**src/rtl/defuse_scanner.sv**
```systemverilog
// Walks the selected board one cell per clock, tallying flags and flagged mines,
// then publishes flag count, remaining flags, over-flag and a sticky win per pass.
module defuse_scanner #(
    parameter int MINES_EASY   = 10,
    parameter int MINES_MEDIUM = 15,
    parameter int MINES_HARD   = 40
) (
    input  logic                clk,
    input  logic                rst,
    input  logic                enable,
    input  logic [1:0]          level,
    input  logic [7:0][7:0]     defuse_arr_easy,
    input  logic [9:0][9:0]     defuse_arr_medium,
    input  logic [15:0][15:0]   defuse_arr_hard,
    input  logic [7:0][7:0]     mine_arr_easy,
    input  logic [9:0][9:0]     mine_arr_medium,
    input  logic [15:0][15:0]   mine_arr_hard,
    output logic [8:0]          flag_count,
    output logic [5:0]          flags_left,
    output logic                over_flagged,
    output logic                win,
    output logic                scan_done
);
    typedef enum logic [1:0] {
        IDLE   = 2'd0,
        SCAN   = 2'd1,
        UPDATE = 2'd2
    } state_t;

    localparam logic [1:0] LV_EASY   = 2'd0;
    localparam logic [1:0] LV_MEDIUM = 2'd1;
    localparam logic [1:0] LV_HARD   = 2'd2;

    function automatic logic [1:0] level_class(input logic [1:0] lv);
        case (lv)
            2'd3:    return LV_HARD;
            2'd2:    return LV_MEDIUM;
            default: return LV_EASY;
        endcase
    endfunction

    function automatic logic [3:0] last_index(input logic [1:0] cls);
        case (cls)
            LV_HARD:   return 4'd15;
            LV_MEDIUM: return 4'd9;
            default:   return 4'd7;
        endcase
    endfunction

    function automatic logic [5:0] mine_count(input logic [1:0] cls);
        case (cls)
            LV_HARD:   return 6'(MINES_HARD);
            LV_MEDIUM: return 6'(MINES_MEDIUM);
            default:   return 6'(MINES_EASY);
        endcase
    endfunction

    // Remaining flags clamp at zero once the player has placed M or more.
    function automatic logic [5:0] sat_left(input logic [8:0] flags, input logic [5:0] mines);
        logic [8:0] m9;
        m9 = {3'b000, mines};
        if (flags >= m9) return 6'd0;
        return 6'(m9 - flags);
    endfunction

    state_t      state, state_n;
    logic [3:0]  x, y;
    logic [8:0]  flag_acc, hit_acc;
    logic [1:0]  lvl_now, lvl_prev, lvl_lat;
    logic [3:0]  last_lat;
    logic [5:0]  m_lat;
    logic [5:0]  left_q;
    logic        scanned;
    logic        lvl_chg, cell_last, start, win_hit;
    logic        cell_flag, cell_mine;
    logic [8:0]  m9_lat;

    assign lvl_now   = level_class(level);
    assign lvl_chg   = (lvl_now != lvl_prev);
    assign cell_last = (x == last_lat) && (y == last_lat);
    assign m9_lat    = {3'b000, m_lat};
    assign win_hit   = (hit_acc == m9_lat) && (flag_acc == m9_lat);

    // A level change mid-scan restarts the pass regardless of enable.
    assign start = ((state == IDLE)   && enable) ||
                   ((state == SCAN)   && lvl_chg) ||
                   ((state == UPDATE) && enable);

    always_comb begin
        cell_flag = 1'b0;
        cell_mine = 1'b0;
        case (lvl_lat)
            LV_HARD: begin
                cell_flag = defuse_arr_hard[x][y];
                cell_mine = mine_arr_hard[x][y];
            end
            LV_MEDIUM: begin
                cell_flag = defuse_arr_medium[x][y];
                cell_mine = mine_arr_medium[x][y];
            end
            default: begin
                cell_flag = defuse_arr_easy[x[2:0]][y[2:0]];
                cell_mine = mine_arr_easy[x[2:0]][y[2:0]];
            end
        endcase
    end

    always_comb begin
        state_n = state;
        case (state)
            IDLE:    if (enable) state_n = SCAN;
            SCAN:    if (!lvl_chg && cell_last) state_n = UPDATE;
            UPDATE:  state_n = enable ? SCAN : IDLE;
            default: state_n = IDLE;
        endcase
    end

    always_ff @(posedge clk) begin
        if (rst) state <= IDLE;
        else     state <= state_n;
    end

    always_ff @(posedge clk) begin
        if (rst) begin
            x            <= 4'd0;
            y            <= 4'd0;
            flag_acc     <= 9'd0;
            hit_acc      <= 9'd0;
            lvl_lat      <= LV_EASY;
            last_lat     <= 4'd7;
            m_lat        <= mine_count(LV_EASY);
            lvl_prev     <= lvl_now;
            scanned      <= 1'b0;
            flag_count   <= 9'd0;
            left_q       <= 6'd0;
            over_flagged <= 1'b0;
            win          <= 1'b0;
            scan_done    <= 1'b0;
        end else begin
            lvl_prev  <= lvl_now;
            scan_done <= 1'b0;

            if (start) begin
                x        <= 4'd0;
                y        <= 4'd0;
                flag_acc <= 9'd0;
                hit_acc  <= 9'd0;
                lvl_lat  <= lvl_now;
                last_lat <= last_index(lvl_now);
                m_lat    <= mine_count(lvl_now);
            end else if (state == SCAN) begin
                flag_acc <= flag_acc + {8'd0, cell_flag};
                hit_acc  <= hit_acc + {8'd0, cell_flag & cell_mine};
                if (y == last_lat) begin
                    y <= 4'd0;
                    x <= x + 4'd1;
                end else begin
                    y <= y + 4'd1;
                end
            end

            if (state == UPDATE) begin
                flag_count   <= flag_acc;
                left_q       <= sat_left(flag_acc, m_lat);
                over_flagged <= (flag_acc > m9_lat);
                scanned      <= 1'b1;
                scan_done    <= 1'b1;
            end

            if (lvl_chg)
                win <= 1'b0;
            else if ((state == UPDATE) && win_hit)
                win <= 1'b1;
        end
    end

    // Before the first completed pass the HUD shows the full mine count of the live level.
    assign flags_left = win ? 6'd0 : (scanned ? left_q : mine_count(lvl_now));

endmodule
```
**config.mk**
```make
export PLATFORM = sky130hd
export DESIGN_NAME = defuse_scanner
export DESIGN_NICKNAME = d
export VERILOG_FILES = /design/src/rtl/defuse_scanner.sv
export SDC_FILE = /design/constraint.sdc
export NUM_CORES = 1
export LEC_CHECK = 0
export ABC_CLOCK_PERIOD_IN_PS = 7630
export CORE_AREA = 10 10 330 332
export DETAILED_ROUTE_END_ITERATION = 10
export DIE_AREA = 0 0 340 342
export DONT_BUFFER_PORTS = 1
export SETUP_SLACK_MARGIN = 0.2
export SLEW_MARGIN = 20
export SYNTH_ARGS = -nofsm -noshare
export SYNTH_HDL_FRONTEND = slang
export SYNTH_SLANG_ARGS = --single-unit
```
**constraint.sdc**
```tcl
create_clock -name clk -period 7.63 [get_ports clk]
set_input_delay 1.9075 -clock clk [delete_from_list [all_inputs] [get_ports clk]]
set_output_delay 1.9075 -clock clk [all_outputs]
set_load 0.01 [all_outputs]
```
==> impl_metrics.prom, run 1 <==
# TYPE chip_impl_metric gauge
chip_impl_metric{name="synth.yosys.warnings",unit=""} 0
chip_impl_metric{name="slew-limit-headroom",unit="%"} 24.70
chip_impl_metric{name="grt_pass1_wl",unit="um"} 109500
chip_impl_metric{name="clk_pin_slew_worst_paths",unit="ps"} 70
chip_impl_info{name="worstSetupStartpointType",value="flop"} 1
chip_impl_metric{name="cts_max_level",unit=""} 2
chip_impl_info{name="unrepaired_setup_endpoints_after_global_routing",value="no"} 1
chip_impl_metric{name="ys_ff_latch",unit=""} 54
chip_impl_info{name="critical_path.startpoint",value="x[0]"} 1
chip_impl_metric{name="post-route-worst-setup-slack",unit="ps"} 2756
chip_impl_metric{name="postCtsSetupRepairBufs",unit=""} 0
chip_impl_metric{name="setup-tns-final",unit="ps"} 0
chip_impl_metric{name="ratio_of_cells_with_drive_above_1_in_the_final_layout",unit="%"} 25.40
chip_impl_metric{name="max_clock_freq",unit="GHz"} 0.2052
chip_impl_info{name="tritoncts",value="yes"} 1
chip_impl_metric{name="syn2layout_area_growth",unit="%"} 14.51
chip_impl_metric{name="detailedPlacementHpwl",unit="um"} 77300
chip_impl_info{name="worst_r2r_startpoint",value="x[0]"} 1
chip_impl_metric{name="netlist-cell-type-count",unit=""} 73
chip_impl_metric{name="wl",unit="um"} 87920
chip_impl_info{name="criticalPathCategory",value="flop to flop"} 1
chip_impl_metric{name="fin_crit_sh",unit="%"} 63.87
chip_impl_metric{name="post_drt_via_cell_ratio",unit=""} 4.247
chip_impl_metric{name="drv_cap",unit=""} 0
chip_impl_metric{name="final-max-slew-violation-count",unit=""} 0
chip_impl_metric{name="power_density",unit="nW/um2"} 68.75
chip_impl_metric{name="place_congestion",unit=""} 0.9956
chip_impl_metric{name="die_area",unit="um2"} 116300
chip_impl_metric{name="num_vias",unit=""} 9667
chip_impl_metric{name="crit_arrival",unit="ps"} 5050
chip_impl_metric{name="portBuffers",unit=""} 0
chip_impl_info{name="clockRootBuffer",value="sky130_fd_sc_hd__clkbuf_16"} 1
chip_impl_info{name="holdCritPathClass",value="flop to flop"} 1
chip_impl_metric{name="placedCellCount",unit=""} 2242
chip_impl_metric{name="die-height",unit="um"} 342
chip_impl_metric{name="finalClockSkew",unit="ps"} 6.743
chip_impl_metric{name="largest_net_degree_at_the_start_of_global_routing",unit=""} 76
chip_impl_metric{name="hold_violations",unit=""} 0
chip_impl_metric{name="fillCellCount",unit=""} 11650
chip_impl_metric{name="num_rows",unit=""} 118
chip_impl_metric{name="async_set_or_reset_register_ratio_after_synthesis",unit="%"} 0
chip_impl_metric{name="vdd_drop_max",unit="mV"} 0.07646
chip_impl_metric{name="report.final.setup_viol",unit=""} 0
chip_impl_metric{name="post_cts_hold_buffer_count",unit=""} 0
chip_impl_metric{name="die_x",unit="um"} 340
chip_impl_metric{name="syn-mean-instance-area",unit="um2"} 10.74
chip_impl_metric{name="final_antenna_net_count",unit=""} 0
chip_impl_metric{name="synthesis.area",unit="um2"} 10070
chip_impl_metric{name="pre_cts_ws",unit="ps"} 2371
chip_impl_metric{name="period_needed",unit="ps"} 4874
chip_impl_metric{name="cts.path.max_buffers",unit=""} 2
chip_impl_metric{name="synthCells",unit=""} 937
chip_impl_metric{name="clock-sinks",unit=""} 54
chip_impl_metric{name="cts_inserted_buffers",unit=""} 5
chip_impl_info{name="outcome",value="complete, no violations"} 1
chip_impl_metric{name="start_util",unit="%"} 9.810
chip_impl_metric{name="syn-num-nets",unit=""} 1798
chip_impl_metric{name="area.sequential",unit="um2"} 1102
chip_impl_metric{name="via_count_of_the_first_global_routing_pass",unit=""} 9774
chip_impl_info{name="ys_dominant_reg_cell",value="sky130_fd_sc_hd__dfxtp_1"} 1
chip_impl_metric{name="drt-pass1-iter-count",unit=""} 6
chip_impl_metric{name="drtIter0Drc",unit=""} 806
chip_impl_metric{name="total_area_of_multi_input_combinational_cells",unit="um2"} 8193
chip_impl_metric{name="synth-seq-area-share",unit="%"} 10.74
chip_impl_info{name="crit_path_end_kind",value="flop"} 1
chip_impl_metric{name="timing_worst_slew_pin_value",unit="ps"} 1124
chip_impl_metric{name="worst-r2r-setup-slack",unit="ps"} 2760
chip_impl_metric{name="worstSkewPairLatency",unit="ps"} 300
chip_impl_metric{name="detail_route.drc_violations",unit=""} 0
chip_impl_metric{name="worst-path-max-fanout",unit=""} 40
chip_impl_metric{name="final_net_count",unit=""} 1730
chip_impl_metric{name="crit_required",unit="ps"} 7800
chip_impl_info{name="timing.hold.worst.start",value="left_q[5]"} 1
chip_impl_metric{name="number_of_enable_flip_flop_cells_after_synthesis",unit=""} 0
chip_impl_metric{name="grt_antenna_before_repair",unit=""} 81
chip_impl_metric{name="core_area",unit="um2"} 102600
chip_impl_metric{name="globalRouteOverflowTotal",unit=""} 0
chip_impl_metric{name="layout.cells.non_filler",unit=""} 2276
chip_impl_metric{name="p_leak",unit="nW"} 2.924
chip_impl_metric{name="avgRoutedWirePerCell",unit="um"} 38.63
chip_impl_metric{name="cts_repair_resize_count",unit=""} 0
chip_impl_metric{name="ios",unit=""} 863
chip_impl_metric{name="gr-usage-all-layers",unit="%"} 14.14
==> routing by layer <==
| layer | track usage [%] | up-vias | wire (um) |
|---|---|---|---|
| met5 | 0 | - | 385 |
| met4 | 1.911 | 54 | 1386 |
| met3 | 6.175 | 130 | 9768 |
| met2 | 23.86 | 867 | 41720 |
| met1 | 16.84 | 4876 | 34660 |
| li1 | - | 3740 | - |
==> cells in the mapped netlist (all sizes together), types with 18 or more instances <==
library cell  number  area share, %
mux2i             88            8.8
o22ai             21            1.4
clkbuf            32            1.2
a21oi             47            2.3
a22oi             22            1.6
nor2              61            2.3
nand2             90            3.4
buf               67            6.3
mux4             181             42
nand3             25            1.2
o21ai             18           0.90
xor2              19            1.7
dfxtp             54             11
==> per-stage QoR <==
stage	hold slack [ps]	util [%]	power (W)	cell area, um2
detailed placement	477.0	11.00	0.0005474	11290
global placement	471.3	11.00	0.0005475	11290
global route	508.9	11.19	0.0008265	11480
finish	491.2	11.23	0.0007924	11530
floorplan	434.5	-	0.0004546	10070
CTS	493.7	11.17	0.0008057	11460
==> path summary, 6_finish.rpt <==
check | end | depth (start not counted)
setup / recovery | hit_acc[8] | 13
hold / removal | left_q[5] | 1
setup reg to reg | hit_acc[8] | 13
hold reg to reg | left_q[5] | 1
==> registers in the layout (all words and copies together), names as in the netlist <==
register and count:
flag_acc 9, flag_count 9, hit_acc 9, left_q 6, x 4, y 4, last_lat 2, lvl_lat 2
lvl_prev 2, state 2, m_lat 1, over_flagged 1, scan_done 1, scanned 1, win 1
==> placed cells by master, fill, tap and decap left out, types with 11 or more instances in the layout <==
cell                       Yosys  final
sky130_fd_sc_hd__nor3_1       12     12
sky130_fd_sc_hd__nor2b_1      13     11
sky130_fd_sc_hd__buf_4         9     21
sky130_fd_sc_hd__o22ai_1      20     20
sky130_fd_sc_hd__a22oi_1      22     22
sky130_fd_sc_hd__nand2_1      90     90
sky130_fd_sc_hd__nor2_1       61     60
sky130_fd_sc_hd__dfxtp_1      54     47
sky130_fd_sc_hd__a211oi_1     11     11
sky130_fd_sc_hd__xor2_1       19     19
sky130_fd_sc_hd__o21ai_0      16     16
sky130_fd_sc_hd__mux4_2      151    151
sky130_fd_sc_hd__mux4_1       30     30
sky130_fd_sc_hd__a21oi_1      47     47
sky130_fd_sc_hd__nand3_1      25     25
sky130_fd_sc_hd__mux2_2       15     15
sky130_fd_sc_hd__mux2i_1      88     88
sky130_fd_sc_hd__diode_2       0     26
sky130_fd_sc_hd__ha_1         15     15
==> power by group <==
part | switching [W] | internal (W) | leakage (nW)
sequential | 0.0000115 | 0.000283 | 0.441
combinational | 0.000124 | 0.000115 | 2.40
clock | 0.000107 | 0.000152 | 0.0858
total | 0.000242 | 0.000550 | 2.92
==> layout make-up <==
cell class,instances,share of cell area [%]
timing repair buffer,24,1.889
clock inverter,1,0.07599
multi-input combinational,771,71.08
clock buffer,7,1.422
tap,1380,14.98
inverter,13,0.4234
antenna,26,0.5645
sequential,54,9.564
==> cell families (layout without fill, tap and decap cells) <==
logic type / after synthesis / in the layout / share of synthesized area (%)
adders and majority gates: 16 / 16 / 2.063
AOI/OAI and AO/OA: 180 / 180 / 12.19
other: 0 / 26 / 0
muxes: 284 / 284 / 52.04
xor gates and xnor gates: 26 / 26 / 2.262
buffers and inverters: 112 / 45 / 8.005
DFF: 54 / 54 / 10.74
and+or+nand+nor: 265 / 265 / 12.69
==> worst max-delay path, stage by stage (launching register included) <==
cell and delay [ps]:
sky130_fd_sc_hd__dfxtp_4 810, sky130_fd_sc_hd__buf_4 670, sky130_fd_sc_hd__mux4_2 610, sky130_fd_sc_hd__mux2i_1 440
sky130_fd_sc_hd__a2111oi_0 240, sky130_fd_sc_hd__or4_1 580, sky130_fd_sc_hd__a21oi_1 160, sky130_fd_sc_hd__a41o_1 260
sky130_fd_sc_hd__a41oi_1 70, sky130_fd_sc_hd__ha_1 260, sky130_fd_sc_hd__ha_1 240, sky130_fd_sc_hd__nand3_1 110
sky130_fd_sc_hd__xor2_1 160, sky130_fd_sc_hd__nor2_1 50
Power figures use the tool's default switching activity.
==> run 2: changes to the inputs <==
ABC_CLOCK_PERIOD_IN_PS = 4200   (was 7630)
CORE_AREA = 10 10 323 325   (was 10 10 330 332)
DIE_AREA = 0 0 333 335   (was 0 0 340 342)
clock period = 4.2 ns   (was 7.63 ns; I/O delays follow)
==> impl_metrics.prom, run 2 (synthesis results as in run 1) <==
# TYPE chip_impl_metric gauge
chip_impl_info{name="outcome",value="complete, no violations"} 1
chip_impl_metric{name="finalClockSkew",unit="ps"} 5.614
chip_impl_metric{name="start_util",unit="%"} 10.29
chip_impl_metric{name="p_leak",unit="nW"} 3.525
chip_impl_info{name="unrepaired_setup_endpoints_after_global_routing",value="no"} 1
chip_impl_metric{name="via_count_of_the_first_global_routing_pass",unit=""} 10160
chip_impl_metric{name="ios",unit=""} 863
chip_impl_info{name="holdCritPathClass",value="flop to flop"} 1
chip_impl_metric{name="grt_pass1_wl",unit="um"} 111000
chip_impl_info{name="final_cell_mix",value="151 x sky130_fd_sc_hd__mux4_2, 106 x sky130_fd_sc_hd__buf_4, 89 x sky130_fd_sc_hd__nand2_1, 87 x sky130_fd_sc_hd__mux2i_1, 59 x sky130_fd_sc_hd__nor2_1"} 1
chip_impl_metric{name="clock-sinks",unit=""} 54
chip_impl_metric{name="drt-pass1-iter-count",unit=""} 5
chip_impl_metric{name="detailedPlacementHpwl",unit="um"} 78770
chip_impl_metric{name="num_vias",unit=""} 10100
chip_impl_metric{name="post_drt_via_cell_ratio",unit=""} 4.395
chip_impl_metric{name="syn2layout_area_growth",unit="%"} 24.61
chip_impl_metric{name="wl",unit="um"} 89740
chip_impl_metric{name="vdd_drop_max",unit="mV"} 0.1659
chip_impl_metric{name="drtIter0Drc",unit=""} 943
chip_impl_metric{name="crit_arrival",unit="ps"} 3990
chip_impl_metric{name="detail_route.drc_violations",unit=""} 0
chip_impl_info{name="clockRootBuffer",value="sky130_fd_sc_hd__clkbuf_16"} 1
chip_impl_metric{name="timing.critical_path.slowest_cell_delay",unit="ps"} 530
chip_impl_metric{name="fin_crit_sh",unit="%"} 90.95
chip_impl_metric{name="drv_cap",unit=""} 0
chip_impl_metric{name="power_density",unit="nW/um2"} 113.5
chip_impl_info{name="cp_cell_sequence",value="buf_4 -> buf_16 -> buf_4 -> mux2_2 -> a21oi_2 -> buf_4 -> a2111oi_0 -> or4_1 -> a21oi_1 -> a41o_1 -> a41oi_2 -> ha_1 -> ha_1 -> nand3_1 -> xor2_1 -> nor2_1"} 1
chip_impl_metric{name="post_cts_hold_buffer_count",unit=""} 0
chip_impl_metric{name="total_power_consumption",unit="W"} 0.001424
chip_impl_metric{name="globalRouteOverflowTotal",unit=""} 0
chip_impl_metric{name="cts.path.max_buffers",unit=""} 2
chip_impl_info{name="worstSetupStartpointType",value="flop"} 1
chip_impl_info{name="tritoncts",value="yes"} 1
chip_impl_info{name="slowest_cell_on_the_critical_path",value="sky130_fd_sc_hd__or4_1"} 1
chip_impl_metric{name="cts_max_level",unit=""} 2
chip_impl_metric{name="cts_inserted_buffers",unit=""} 5
chip_impl_metric{name="ratio_of_cells_with_drive_above_1_in_the_final_layout",unit="%"} 35.46
chip_impl_metric{name="max_clock_freq",unit="GHz"} 0.2618
chip_impl_metric{name="largest_net_degree_at_the_start_of_global_routing",unit=""} 47
chip_impl_metric{name="crit_required",unit="ps"} 4370
chip_impl_info{name="leading_cell_type_in_the_layout_fill_and_taps_excluded",value="sky130_fd_sc_hd__mux4_2"} 1
chip_impl_info{name="crit_path_end_kind",value="flop"} 1
chip_impl_metric{name="period_needed",unit="ps"} 3820
chip_impl_info{name="criticalPathCategory",value="flop to flop"} 1
chip_impl_metric{name="worstSkewPairLatency",unit="ps"} 300
chip_impl_metric{name="core_area",unit="um2"} 97840
chip_impl_metric{name="die_area",unit="um2"} 111600
chip_impl_metric{name="worst-path-max-fanout",unit=""} 8
chip_impl_metric{name="die_x",unit="um"} 333
chip_impl_metric{name="grt_antenna_before_repair",unit=""} 87
chip_impl_metric{name="avgRoutedWirePerCell",unit="um"} 39.05
chip_impl_metric{name="final-max-slew-violation-count",unit=""} 0
chip_impl_metric{name="place_congestion",unit=""} 1.043
chip_impl_info{name="worst_path_most_repeated_cell",value="sky130_fd_sc_hd__buf_4"} 1
chip_impl_metric{name="clk_pin_slew_worst_paths",unit="ps"} 80
chip_impl_metric{name="hold_violations",unit=""} 0
chip_impl_metric{name="num_rows",unit=""} 115
chip_impl_metric{name="pre_cts_ws",unit="ps"} -80.00
chip_impl_metric{name="report.final.setup_viol",unit=""} 0
chip_impl_metric{name="final_antenna_net_count",unit=""} 0
chip_impl_metric{name="portBuffers",unit=""} 0
chip_impl_metric{name="final_net_count",unit=""} 1833
chip_impl_metric{name="timing_worst_slew_pin_value",unit="ps"} 804.5
chip_impl_metric{name="slew-limit-headroom",unit="%"} 46.26
chip_impl_info{name="biggestRegsByFlops",value="flag_acc x9, flag_count x9, hit_acc x9"} 1
chip_impl_metric{name="die-height",unit="um"} 335
chip_impl_metric{name="post-route-worst-setup-slack",unit="ps"} 380.3
chip_impl_metric{name="gr-usage-all-layers",unit="%"} 14.86
==> run 2: cell count changes in the layout (fill, tap and decap cells not counted), sizes merged <==
cell / change
clkbuf: +2
bufbuf: +1
buf: +98
clkinvlp: +2
diode: +12
==> run 2: final cells by class <==
type,count,area [um2]
repair buffers,127,1237
clock buffers,5,125.1
inverters,13,51.30
multi-input cells,771,8298
well taps,1287,1610
fillers,11100,85300
flip-flops and latches,54,1102
clock inverters,3,23.77
diodes,38,95.09
==> run 2: timing repair <==
item / in CTS / in global routing
endpoints found under the setup margin: 11 / 15
hold endpoints to repair: 0 / 0
buffers inserted: 4 / 18
gates cloned: 1 / 4
pin swaps: 1 / 6
gates resized for setup: 11 / 32
==> run 2: power by group <==
part	switching [W]	internal (W)
Clock	0.000207	0.000224
Sequential	0.0000152	0.000515
Combinational	0.000231	0.000231
==> run 2: through the flow <==
stage               TNS, ps  hold WS, ps  area (um2)  util (%)  cells
floorplan                 0        434.5       10070         -    937
global placement     -192.3        479.7       11800     12.06   2225
detailed placement   -223.8        478.4       11800     12.06   2225
CTS                       0        496.2       12060     12.33   2238
global route              0        506.4       12500     12.78   2281
finish                    0        491.4       12540     12.82   2298
==> run 2: metal layers <==
layer,routed length (um),share of wire [%],track usage [%]
met1,33920,38,16.77
met2,43500,48,25.66
met5,425,0.47,0
met4,1644,1.8,2.528
met3,10250,11,6.927
==> run 2: worst paths after layout <==
path | slack, ps | cells past startpoint | end | from
setup / recovery | 380 | 16 | hit_acc[8] | x[0]
hold reg to reg | 490 | 1 | left_q[1] | left_q[1]
hold / removal | 490 | 1 | left_q[1] | left_q[1]
setup reg to reg | 380 | 16 | hit_acc[8] | x[0]
==> run 2: worst max-delay path: cells and delay by family, from the launching register on <==
family | cells | cell delay [ps]
flip-flops | 1 | 420
XOR/XNOR | 1 | 160
buffers and inverters | 4 | 710
AND/OR/NAND/NOR | 3 | 710
multiplexers | 1 | 370
adder cells (fa/ha/maj) | 2 | 460
AO/OA/AOI/OAI | 5 | 840
==> run 3: changes to the inputs <==
==> constraint.sdc (replaced) <==
create_clock -name clk -period 4.2 [get_ports clk]
set_input_delay 1.05 -clock clk [delete_from_list [all_inputs] [get_ports clk]]
set_output_delay 1.05 -clock clk [all_outputs]
set_load 0.005 [all_outputs]
==> results of run 3 <==
The final DEF is identical to that of run 2. Status: complete, no violations.
Among the figures that moved: hold slack 491.4 ps -> 482.4 ps; end point of the worst hold path left_q[1] -> flag_count[4]; total power 0.001424 W -> 0.001423 W
